## src/rtl/regarb_pkg.sv

```systemverilog
// Shared constants and types for the register-file port arbiter.
package regarb_pkg;

    localparam int AW           = 6;
    localparam int DW           = 32;
    localparam int DEPTH        = 64;
    localparam int RESP_LATENCY = 1;

    typedef enum logic {
        ST_ARB   = 1'b0,
        ST_CLEAR = 1'b1
    } state_t;

endpackage

```

## src/rtl/rr_arbiter.sv

```systemverilog
// Round-robin picker: grants the first valid requester at or above the pointer,
// wrapping modulo N_REQ; the pointer moves past the winner only when advance is set.
module rr_arbiter #(
    parameter int N_REQ = 4
) (
    input  logic                       clk,
    input  logic                       rst_n,
    input  logic [N_REQ-1:0]           valid,
    input  logic                       advance,
    output logic [N_REQ-1:0]           grant,
    output logic [$clog2(N_REQ)-1:0]   grant_idx,
    output logic [$clog2(N_REQ)-1:0]   ptr
);

    localparam int PW = $clog2(N_REQ);

    logic [PW-1:0] ptr_q;
    logic [PW-1:0] ptr_d;
    logic [PW:0]   cand_sum;
    logic [PW-1:0] cand_idx;
    logic          found;

    always_comb begin
        grant     = '0;
        grant_idx = ptr_q;
        found     = 1'b0;
        cand_sum  = '0;
        cand_idx  = '0;
        for (int k = 0; k < N_REQ; k++) begin
            // One extra bit so ptr+k never overflows before the wrap test.
            cand_sum = {1'b0, ptr_q} + (PW+1)'(k);
            if (cand_sum >= (PW+1)'(N_REQ)) begin
                cand_sum = cand_sum - (PW+1)'(N_REQ);
            end
            cand_idx = cand_sum[PW-1:0];
            if (!found && valid[cand_idx]) begin
                found           = 1'b1;
                grant[cand_idx] = 1'b1;
                grant_idx       = cand_idx;
            end
        end
    end

    always_comb begin
        ptr_d = ptr_q;
        if (advance) begin
            ptr_d = (grant_idx == PW'(N_REQ-1)) ? '0 : grant_idx + 1'b1;
        end
    end

    always_ff @(posedge clk or negedge rst_n) begin
        if (!rst_n) begin
            ptr_q <= '0;
        end else begin
            ptr_q <= ptr_d;
        end
    end

    assign ptr = ptr_q;

endmodule

```

## src/rtl/regfile_port_arbiter.sv

```systemverilog
// Shares one read and one write port of a register file among N_REQ requesters.
// Optional hardware clear sequencer enabled by defining REGARB_CLEAR_EN.
module regfile_port_arbiter #(
    parameter int N_REQ = 4,
    parameter int AW    = regarb_pkg::AW,
    parameter int DW    = regarb_pkg::DW,
    parameter int DEPTH = regarb_pkg::DEPTH
) (
    input  logic                  clk,
    input  logic                  rst_n,
    input  logic [N_REQ-1:0]      req_valid,
    input  logic [N_REQ-1:0]      req_we,
    input  logic [N_REQ*AW-1:0]   req_addr,
    input  logic [N_REQ*DW-1:0]   req_wdata,
    output logic [N_REQ-1:0]      req_ready,
    output logic [N_REQ-1:0]      resp_valid,
    output logic [DW-1:0]         resp_rdata,
    output logic [AW-1:0]         rf_raddr,
    input  logic [DW-1:0]         rf_rdata,
    output logic [AW-1:0]         rf_waddr,
    output logic [DW-1:0]         rf_wdin,
    output logic                  rf_wena,
    input  logic                  clear_start,
    output logic                  clear_busy
);

    import regarb_pkg::*;

    localparam int PW = $clog2(N_REQ);

    logic [AW-1:0]    addr_arr  [N_REQ];
    logic [DW-1:0]    wdata_arr [N_REQ];

    logic [N_REQ-1:0] grant;
    logic [PW-1:0]    grant_idx;
    logic [PW-1:0]    rr_ptr;
    logic [PW-1:0]    sel;
    logic             arb_en;
    logic             transfer;
    logic             clearing;
    logic [AW-1:0]    clear_cnt;

    logic [N_REQ-1:0] resp_valid_q;
    logic [N_REQ-1:0] resp_valid_d;
    logic [DW-1:0]    resp_rdata_q;
    logic [DW-1:0]    resp_rdata_d;

    generate
        for (genvar gi = 0; gi < N_REQ; gi++) begin : g_unpack
            assign addr_arr[gi]  = req_addr[gi*AW +: AW];
            assign wdata_arr[gi] = req_wdata[gi*DW +: DW];
        end
    endgenerate

    rr_arbiter #(
        .N_REQ (N_REQ)
    ) u_rr_arbiter (
        .clk       (clk),
        .rst_n     (rst_n),
        .valid     (req_valid),
        .advance   (transfer),
        .grant     (grant),
        .grant_idx (grant_idx),
        .ptr       (rr_ptr)
    );

`ifdef REGARB_CLEAR_EN
    state_t        state_q;
    state_t        state_d;
    logic [AW-1:0] clear_cnt_q;
    logic [AW-1:0] clear_cnt_d;

    always_comb begin
        state_d     = state_q;
        clear_cnt_d = clear_cnt_q;
        case (state_q)
            ST_ARB: begin
                if (clear_start) begin
                    state_d = ST_CLEAR;
                end
            end
            ST_CLEAR: begin
                if (clear_cnt_q == AW'(DEPTH-1)) begin
                    clear_cnt_d = '0;
                    state_d     = ST_ARB;
                end else begin
                    clear_cnt_d = clear_cnt_q + 1'b1;
                end
            end
            default: begin
                state_d     = ST_ARB;
                clear_cnt_d = '0;
            end
        endcase
    end

    always_ff @(posedge clk or negedge rst_n) begin
        if (!rst_n) begin
            state_q     <= ST_ARB;
            clear_cnt_q <= '0;
        end else begin
            state_q     <= state_d;
            clear_cnt_q <= clear_cnt_d;
        end
    end

    // A clear request in the same cycle as a request blocks that grant.
    assign arb_en     = (state_q == ST_ARB) && !clear_start;
    assign clearing   = (state_q == ST_CLEAR);
    assign clear_cnt  = clear_cnt_q;
    assign clear_busy = clearing;
`else
    assign arb_en     = 1'b1;
    assign clearing   = 1'b0;
    assign clear_cnt  = '0;
    assign clear_busy = clear_start & 1'b0;
`endif

    assign req_ready = (rst_n && arb_en) ? grant : '0;
    assign transfer  = |req_ready;
    assign sel       = transfer ? grant_idx : rr_ptr;

    always_comb begin
        rf_raddr = addr_arr[sel];
        rf_waddr = addr_arr[sel];
        rf_wdin  = wdata_arr[sel];
        rf_wena  = transfer && req_we[sel];
        if (clearing) begin
            rf_waddr = clear_cnt;
            rf_wdin  = '0;
            rf_wena  = rst_n;
        end
    end

    always_comb begin
        resp_valid_d = '0;
        resp_rdata_d = resp_rdata_q;
        if (transfer) begin
            resp_valid_d = req_ready;
            resp_rdata_d = req_we[sel] ? wdata_arr[sel] : rf_rdata;
        end
    end

    always_ff @(posedge clk or negedge rst_n) begin
        if (!rst_n) begin
            resp_valid_q <= '0;
            resp_rdata_q <= '0;
        end else begin
            resp_valid_q <= resp_valid_d;
            resp_rdata_q <= resp_rdata_d;
        end
    end

    assign resp_valid = resp_valid_q;
    assign resp_rdata = resp_rdata_q;

endmodule
```

## config.mk

```make
export PLATFORM = sky130hd
export DESIGN_NAME = regfile_port_arbiter
export DESIGN_NICKNAME = d
export VERILOG_FILES = /design/src/rtl/regarb_pkg.sv /design/src/rtl/rr_arbiter.sv /design/src/rtl/regfile_port_arbiter.sv
export SDC_FILE = /design/constraint.sdc
export NUM_CORES = 1
export LEC_CHECK = 0
export CAP_MARGIN = 20
export CORE_AREA = 2 2 110 112
export DETAILED_ROUTE_END_ITERATION = 7
export DIE_AREA = 0 0 112 114
export PLACE_DENSITY_LB_ADDON = 0.1
export SETUP_SLACK_MARGIN = 0.5
export SLEW_MARGIN = 0
export SYNTH_ARGS = -nofsm -noshare
export SYNTH_HDL_FRONTEND = slang
export SYNTH_HIERARCHICAL = 1
export SYNTH_SLANG_ARGS = --single-unit
```

## constraint.sdc

```tcl
create_clock -name clk -period 3.9 [get_ports clk]
set_input_delay 0.39 -clock clk [delete_from_list [all_inputs] [get_ports clk]]
set_output_delay 0.39 -clock clk [all_outputs]
set_load 0.02 [all_outputs]
```

**After elaboration in Yosys (flattened, before gate mapping)**

Index checks and enable logic that the tools add are counted.

- Logic and storage cells: 86
- Register bits after elaboration: 38

- $add $sub $neg: 8
- Bitwise gates (word level): 4
- Reduce and logical (&&, ||, !) cells: 12
- Equal/unequal tests: 1
- Mux-type cells: 44
- Order comparisons: 14

Operators by type and width:

| operator | number |
|---|---|
| two-way mux 32 bit | 3 |
| binary-select mux 32 bit (select 2 bit) | 1 |
| two-way mux 4 bit | 6 |
| two-way mux 2 bit | 10 |
| less-than comparator 2 x 3 -> 1 bit, second input constant | 5 |
| binary-select mux 6 bit (select 2 bit) | 1 |
| >= comparator 3 bit, second input constant | 4 |
| two-way mux 1 bit | 12 |
| two-way mux 6 bit | 2 |
| bitwise OR 4 bit | 3 |
| binary-select mux 1 bit (select 2 bit) | 5 |
| demux 1 bit (select 2 bit) | 4 |
| >= comparator 2 x 1 -> 1 bit, second input constant | 4 |
| logical AND 1 bit | 8 |
| subtractor 2 x 1 -> 2 bit, second input constant | 4 |
| adder 2 x 2 -> 3 bit, second input constant | 2 |
| OR reduction 4 bit | 1 |
| adder 2 x 1 -> 3 bit, second input constant | 1 |
| >= comparator 2 x 3 -> 1 bit, second input constant | 1 |
| zero test 1 bit | 3 |
| NOT 2 -> 3 bit | 1 |
| adder 2 x 1 -> 2 bit, second input constant | 1 |
| == test 2 bit, second input constant | 1 |

**Logic depth before layout (Yosys ltp)**

Gate-level depths: netlist of the first run.

- Depth in word-level cells: 22
- Mapped depth: 16

**Modules after synthesis**

The synthesis of the first run kept the hierarchy.

By module, submodules not included:

| module | cells each | area an instance (um^2) | instances |
|---|---|---|---|
| regfile_port_arbiter | 295 | 3047.9 | 1 |
| rr_arbiter | 49 | 479.2 | 1 |

**Worst setup path before layout of the first run**

OpenSTA, ideal clock, no wires.

- Path type: register to output
- From: register with a tool-made name
- To: output port rf_waddr[3]
- Arrival: 3.536 ns
- Stages on the path, launching flop included: 17
- Setup slack: -0.026 ns
- Data required time: 3.510 ns
- Path through: dfrtp_1 -> buf_6 -> inv_1 -> ha_1 -> mux4_2 -> nand2b_1 -> nor3_2 -> a22oi_1 -> o21ai_0 -> o41ai_2 -> inv_2 -> mux2i_1 -> buf_2 -> buf_4 -> mux2i_1 -> mux2i_1 -> buf_4

RTL lines:

| item | RTL line | source |
|---|---|---|
| end: declaration | regfile_port_arbiter.sv:20 | `output logic [AW-1:0] rf_waddr,` |

==> summary.txt, run 1 <==
Outcome
  – Status: finished, violations left
  – Violated checks: setup timing

GRT
  – Initial antenna violation count: 0
  – Met2 usage: 48.2%
  – Largest net degree at the start of global routing: 65
  – Remaining global-route overflow: 0
  – First-pass GRT wire length: 26,300 um
  – Tot GR Track Use: 26.2%
  – GRT Max-Usage Layer: met2
  – GR Util met3: 5.37%
  – Met1 Track Usage GR: 30.0%
  – Number of global-route vias before repair: 4,909

Timing
  – Final Skew: 5.39 ps
  – Post-route clock period utilization: 106%
  – Hold Vio Cnt, Final: 0
  – Slew Limit Fails: 0
  – Finish-stage setup viols: 43
  – Slew Limit Headroom: 56.1%
  – FMAX: 0.242 GHz
  – Worst setup margin: -230 ps
  – Unrepaired setup endpoints after global routing: yes
  – Tightest Pin Transition: 659 ps
  – Final hold slack: 237 ps
  – Tmin final: 4130 ps

Die
  – Initial Util: 30.1%
  – Horiz. Die Dim: 112 um
  – FP Rows: 40
  – Die area: 0.0128 mm^2
  – Die H: 114 um
  – CORE AREA: 0.0117 mm^2
  – I/O pin count: 281

Synth
  – Syn Area/Cell: 10.3 um^2
  – Seq/Total Area, Yosys: 27.0%
  – Synth Instances: 344
  – Post-synth top area cell: mux2i_1
  – Post-Syn Area: 0.00353 mm^2
  – Distinct cells, synth: 31
  – Top-area cell type share of the netlist area: 33.5%
  – Ys async rst share: 100%
  – Syn. warnings: 6
  – Post-synth EDFFs: 0
  – Synthesized flop and latch total: 38
  – Top cells by area, synth: mux2i_1 (33%), dfrtp_1 (27%), o221ai_1 (7.9%)
  – Syn nets: 544
  – Most common flop cell mapped by yosys: dfrtp_1

Clocking
  – CTS sink cnt: 38
  – Clock transition at path regs: 60 ps
  – CTS Root Cell: clkbuf_16
  – CTS tree: built
  – Worst-Skew Late Latency: 290 ps
  – CTS Buf Count: 5
  – H-tree levels: 2
  – Maximum clock path buffer count: 2

Finish
  – Commonest non-fill, non-tap cells in the layout: clkdlybuf4s50_1 (228), mux2i_4 (109), buf_6 (94)
  – Commonest non-fill, non-tap cell in the layout: clkdlybuf4s50_1
  – Number of diodes: 0
  – Final core utilization: 85.0%
  – Fraction of layout cells with a size suffix above 1: 50.9%
  – Final net count: 945
  – Area delta synth->final: 182%

Critical path
  – Worst EP arrival: 3740 ps
  – Worst endpoint required time: 3510 ps
  – CP endpoint kind: output pin
  – WS Path Type: register to output pin
  – Reg2Reg Depth: 16
  – Startpoint Class: register
  – R2R Setup Slk: 240 ps
  – Worst Path Max Fanout: 7
  – R2R Path End: resp_rdata[11]

Routing
  – DR vias/cell: 5.36
  – Drt drc: 0
  – TritonRoute pass-1 iters: 5
  – Drt wl/cell: 21.6 um
  – Initial DRC count: 160
  – DR vias: 4,784
  – Total wire length: 19,300 um
  – Post-DRT Antenna Nets: 0

Placement
  – Port bufs: 278
  – GPL Wtd Cong: 0.865
  – Post-DP HPWL: 12,600 um
  – Pre-CTS WS: -660 ps

Hold path
  – Worst hold path class: input port to async pin

Job
  – Max Cap Viol: 0
## flip-flops by register name, summed over array words and instances, names as in the netlist, named ones only
signal	flops
resp_rdata	32
resp_valid	4
u_rr_arbiter/ptr	1
## kinds of logic (layout without fill, tap and decap cells)
| kind of cell | count (synthesis) | after routing | share of synthesized area (%) |
|---|---|---|---|
| fa+ha+maj | 5 | 5 | 1.77 |
| other cells | 1 | 1 | 0.106 |
| mux | 124 | 124 | 37.0 |
| simple gates | 49 | 49 | 9.72 |
| buf+inv | 43 | 445 | 7.34 |
| xor+xnor | 3 | 3 | 0.958 |
| compound gates | 81 | 81 | 16.1 |
| flops | 38 | 38 | 27.0 |
## critical path, stage by stage (launching register included)
cell and delay [ps]:
dfrtp_1 410, clkinvlp_4 140, ha_4 290, mux4_2 440, a22oi_1 310, o21ai_2 120
o41ai_4 350, inv_2 140, mux2i_4 250, buf_8 190, buf_8 170, mux2i_4 300
mux2i_4 90, clkdlybuf4s15_2 270
## final cells by class
cell class | instances | area [um^2]
fill | 597 | 1750
sequential | 38 | 951
tap | 147 | 184
clock buffer | 5 | 125
inverter | 4 | 18.8
timing repair buffer | 433 | 4600
multi-input combinational | 263 | 4010
clock inverter | 3 | 68.8
## cells in the mapped netlist (3+ instances only)
cell type / instances
mux2i_1: 118
ha_1: 5
a21oi_1: 33
mux4_2: 5
nand2_1: 3
dfrtp_1: 38
buf_2: 6
buf_4: 12
o221ai_1: 32
clkbuf_1: 12
o21ai_0: 4
inv_1: 3
nor3b_1: 33
and2_1: 5
buf_1: 3
a22oi_1: 8
buf_6: 6
## through the flow
| stage | cell area, um^2 | instances | TNS (ps) |
|---|---|---|---|
| after global placement | 8010 | 823 | -21830 |
| after detailed placement | 8010 | 823 | -25400 |
| after floorplan | 4520 | 344 | 0 |
| final | 9960 | 893 | -5970 |
| after global routing | 9960 | 893 | -12030 |
| after CTS | 8940 | 855 | -5310 |
## worst max-delay path by stage
stage	start	to	slack (ps)	cells past startpoint
floorplan	register	rf_waddr[0]	230	16
global placement	req_valid[1]	rf_wdin[29]	-580	15
detailed placement	req_valid[2]	rf_wdin[29]	-660	14
CTS	register	rf_wdin[24]	-170	12
global route	register	rf_wdin[24]	-380	15
finish	register	rf_wdin[24]	-230	13
## repair_timing
item,in CTS,in global routing
hold endpoints to repair,0,0
setup buffers,21,37
setup endpoints to repair,81,80
pin swaps,4,24
gates cloned,3,1
hold buffers,0,0
resized for setup,261,205
## layer usage
layer / vias to the layer above / wire [um]
met5: - / 0
met1: 2355 / 6960
met3: 45 / 1170
met2: 227 / 10500
li1: 2157 / -
met4: 0 / 620
Power of run 1 is not shown: default switching activity piles up to over one toggle a cycle in this logic, so the estimate is an artifact.
==> run 2, diff against run 1 <==
- CORE_AREA: 2 2 110 112 -> 2 2 171 89
- DIE_AREA: 0 0 112 114 -> 0 0 173 91
==> run 2 against run 1 <==
Net effect:
- the flow still finishes with violations (setup timing)
- register-to-register slack barely moved
- clock skew rose by 3.1 ps
- hold slack improved by 78 ps
- global-route usage fell by 2.3 points
- critical path type unchanged
- critical endpoint is now rf_wdin[7]
- largest cell class unchanged
==> summary.txt, run 2 (synthesized netlist as in run 1, its figures left out) <==
Critical path
  – WS Path Type: register to output pin
  – Worst endpoint required time: 3510 ps (about the same)
  – Startpoint Class: register
  – CP cell instances: buf_6 -> mux4_2 -> buf_6 -> buf_4 -> a22oi_2 -> o21ai_2 -> o41ai_4 -> inv_2 -> mux2i_4 -> buf_6 -> buf_12 -> buf_12 -> mux2i_4 -> mux2i_2 -> buf_4
  – R2R Setup Slk: 250 ps (about the same)
  – R2R Path End: resp_rdata[1]
  – Reg2Reg Depth: 17 (+1)
  – Worst Path Max Fanout: 7 (unchanged)
  – Top cell by count, worst path: buf_6
  – Slowest cell on the critical path: mux4_2
  – CP endpoint kind: output pin
  – Worst path max stage delay: 560 ps (+120 ps)
  – Worst EP arrival: 3700 ps (-40 ps)

Timing
  – Total negative slack: -5590 ps (+381 ps)
  – FMAX: 0.245 GHz (+1.0%)
  – Final Skew: 8.48 ps (+3.09 ps)
  – Unrepaired setup endpoints after global routing: yes
  – Post-route clock period utilization: 105% (-1.0 points)
  – Worst setup margin: -189 ps (+40.8 ps)
  – Slew Limit Fails: 0 (unchanged)
  – Tightest Pin Transition: 708 ps (+48.8 ps)
  – Tmin final: 4090 ps (-40.8 ps)
  – Finish-stage setup viols: 44 (+2.3%)
  – Final hold slack: 314 ps (+77.7 ps)
  – Slew Limit Headroom: 52.8% (-3.3 points)
  – Hold Vio Cnt, Final: 0 (unchanged)

Die
  – CORE AREA: 0.0142 mm^2 (+21%)
  – Initial Util: 24.8% (-5.3 points)
  – Die H: 91 um (-20%)
  – FP Rows: 31 (-23%)
  – Horiz. Die Dim: 173 um (+54%)
  – Die area: 0.0157 mm^2 (+23%)
  – I/O pin count: 281 (unchanged)

Finish
  – Flip-flop count of the largest register after layout: 32 (unchanged)
  – Commonest non-fill, non-tap cell in the layout: clkdlybuf4s50_1
  – Commonest non-fill, non-tap cells in the layout: clkdlybuf4s50_1 (225), mux2i_4 (107), buf_6 (98)
  – Non-Filler Instances: 969 (+8.5%)
  – Area delta synth->final: 193%
  – Final instance area: 0.0103 mm^2 (+3.8%)
  – Final net count: 970 (+2.6%)
  – Number of diodes: 0 (unchanged)
  – Fraction of layout cells with a size suffix above 1: 51.8% (+0.81 points)

Routing
  – Drt drc: 0 (unchanged)
  – Total wire length: 19,700 um (+2.3%)
  – DR vias: 4,721 (-1.3%)
  – Initial DRC count: 142 (-11%)
  – Post-DRT Antenna Nets: 0 (unchanged)
  – Drt wl/cell: 20.4 um (-5.7%)
  – TritonRoute pass-1 iters: 4 (-1)
  – DR vias/cell: 4.87 (-9.1%)

Hold path
  – Worst hold path class: input port to async pin

Clocking
  – CTS Buf Count: 5 (unchanged)
  – H-tree levels: 2 (unchanged)
  – Worst-Skew Late Latency: 290 ps (about the same)
  – CTS sink cnt: 38 (unchanged)
  – CTS Root Cell: clkbuf_16
  – CTS tree: built
  – Clock transition at path regs: 60 ps (about the same)
  – Maximum clock path buffer count: 2 (unchanged)
  – Post-CTS Hold Buffers: 0 (unchanged)

Outcome
  – Violated checks: setup timing
  – Status: finished, violations left

GRT
  – Number of global-route vias before repair: 5,075 (+3.4%)
  – First-pass GRT wire length: 28,900 um (+9.9%)
  – Tot GR Track Use: 23.9% (-2.3 points)
  – Remaining global-route overflow: 0 (unchanged)
  – Initial antenna violation count: 0 (unchanged)
  – Largest net degree at the start of global routing: 65 (unchanged)

Placement
  – Area post-placement: 0.00813 mm^2 (+1.5%)
  – GPL Wtd Cong: 0.877 (+1.3%)
  – Port bufs: 278 (unchanged)
  – Cell count after placement: 873 (+6.1%)
  – Post-DP HPWL: 13,200 um (+4.9%)

Job
  – Max Cap Viol: 0 (unchanged)
==> run 2: cell count changes in the layout (fill, tap and decap cells not counted), sizes merged <==
cell           before  now
buf               198  224
dlygate4sd2         0    4
clkbuf              6    9
clkdlybuf4s50     228  225
clkdlybuf4s15       2    0
bufinv              2    1
clkinv              1    0
dlymetal6s2s        4    3
==> run 2: routing by layer <==
layer / share of wire (%) / global-route usage, % / vias to the layer above
met1: 42 / 29.5 / 2320
met5: 0 / 0 / -
li1: - / - / 2206
met4: 0.81 / 3.95 / 0
met2: 50 / 42.7 / 181
met3: 6.5 / 6.16 / 14
==> run 2: cell type report <==
type,count,area [um^2]
clock buffer,7,133
clock inverter,1,30.0
inverter,4,21.3
sequential,38,951
tap,198,248
fill,961,3860
multi-input combinational,263,3970
timing repair buffer,458,4980
==> run 2: worst max-delay path, delay by kind of cell (launching register included) <==
| family | cells | cell delay (ps) |
|---|---|---|
| buf+inv | 8 | 1190 |
| flops | 1 | 410 |
| compound gates | 3 | 610 |
| mux | 4 | 1190 |
==> run 2: worst max path at each step <==
stage / startpoint / end / depth (start not counted) / slack [ps]
floorplan: register / rf_waddr[0] / 16 / 230
global placement: req_valid[1] / rf_wdin[20] / 15 / -650
detailed placement: req_valid[3] / rf_wdin[0] / 13 / -740
CTS: register / rf_wdin[4] / 15 / -110
global route: register / rf_wdin[7] / 15 / -310
finish: register / rf_wdin[7] / 15 / -190
==> run 2: stage by stage <==
stage                     worst slack (ps)  utilization, %
after floorplan                        234               -
after global placement                -646            57.3
after detailed placement              -743            57.3
after CTS                             -110            69.2
after global routing                  -306            72.8
final                                 -189            72.8
==> run 2: what timing repair did <==
| item | 4_1_cts | 5_1_grt |
|---|---|---|
| resized for setup | 408 | 59 |
| endpoints found under the hold margin | 0 | 0 |
| buffers inserted | 54 | 24 |
| gates cloned | 8 | 2 |
| setup endpoints to repair | 81 | 81 |
| pin swaps | 13 | 20 |
Power of run 2 is left out for the same reason.
==> run 3, diff against run 2 <==
- CAP_MARGIN: 20 -> 5
==> results of run 3 <==
Final layout, timing and power as in run 2 (identical DEF).
Power of run 3 is left out for the same reason.
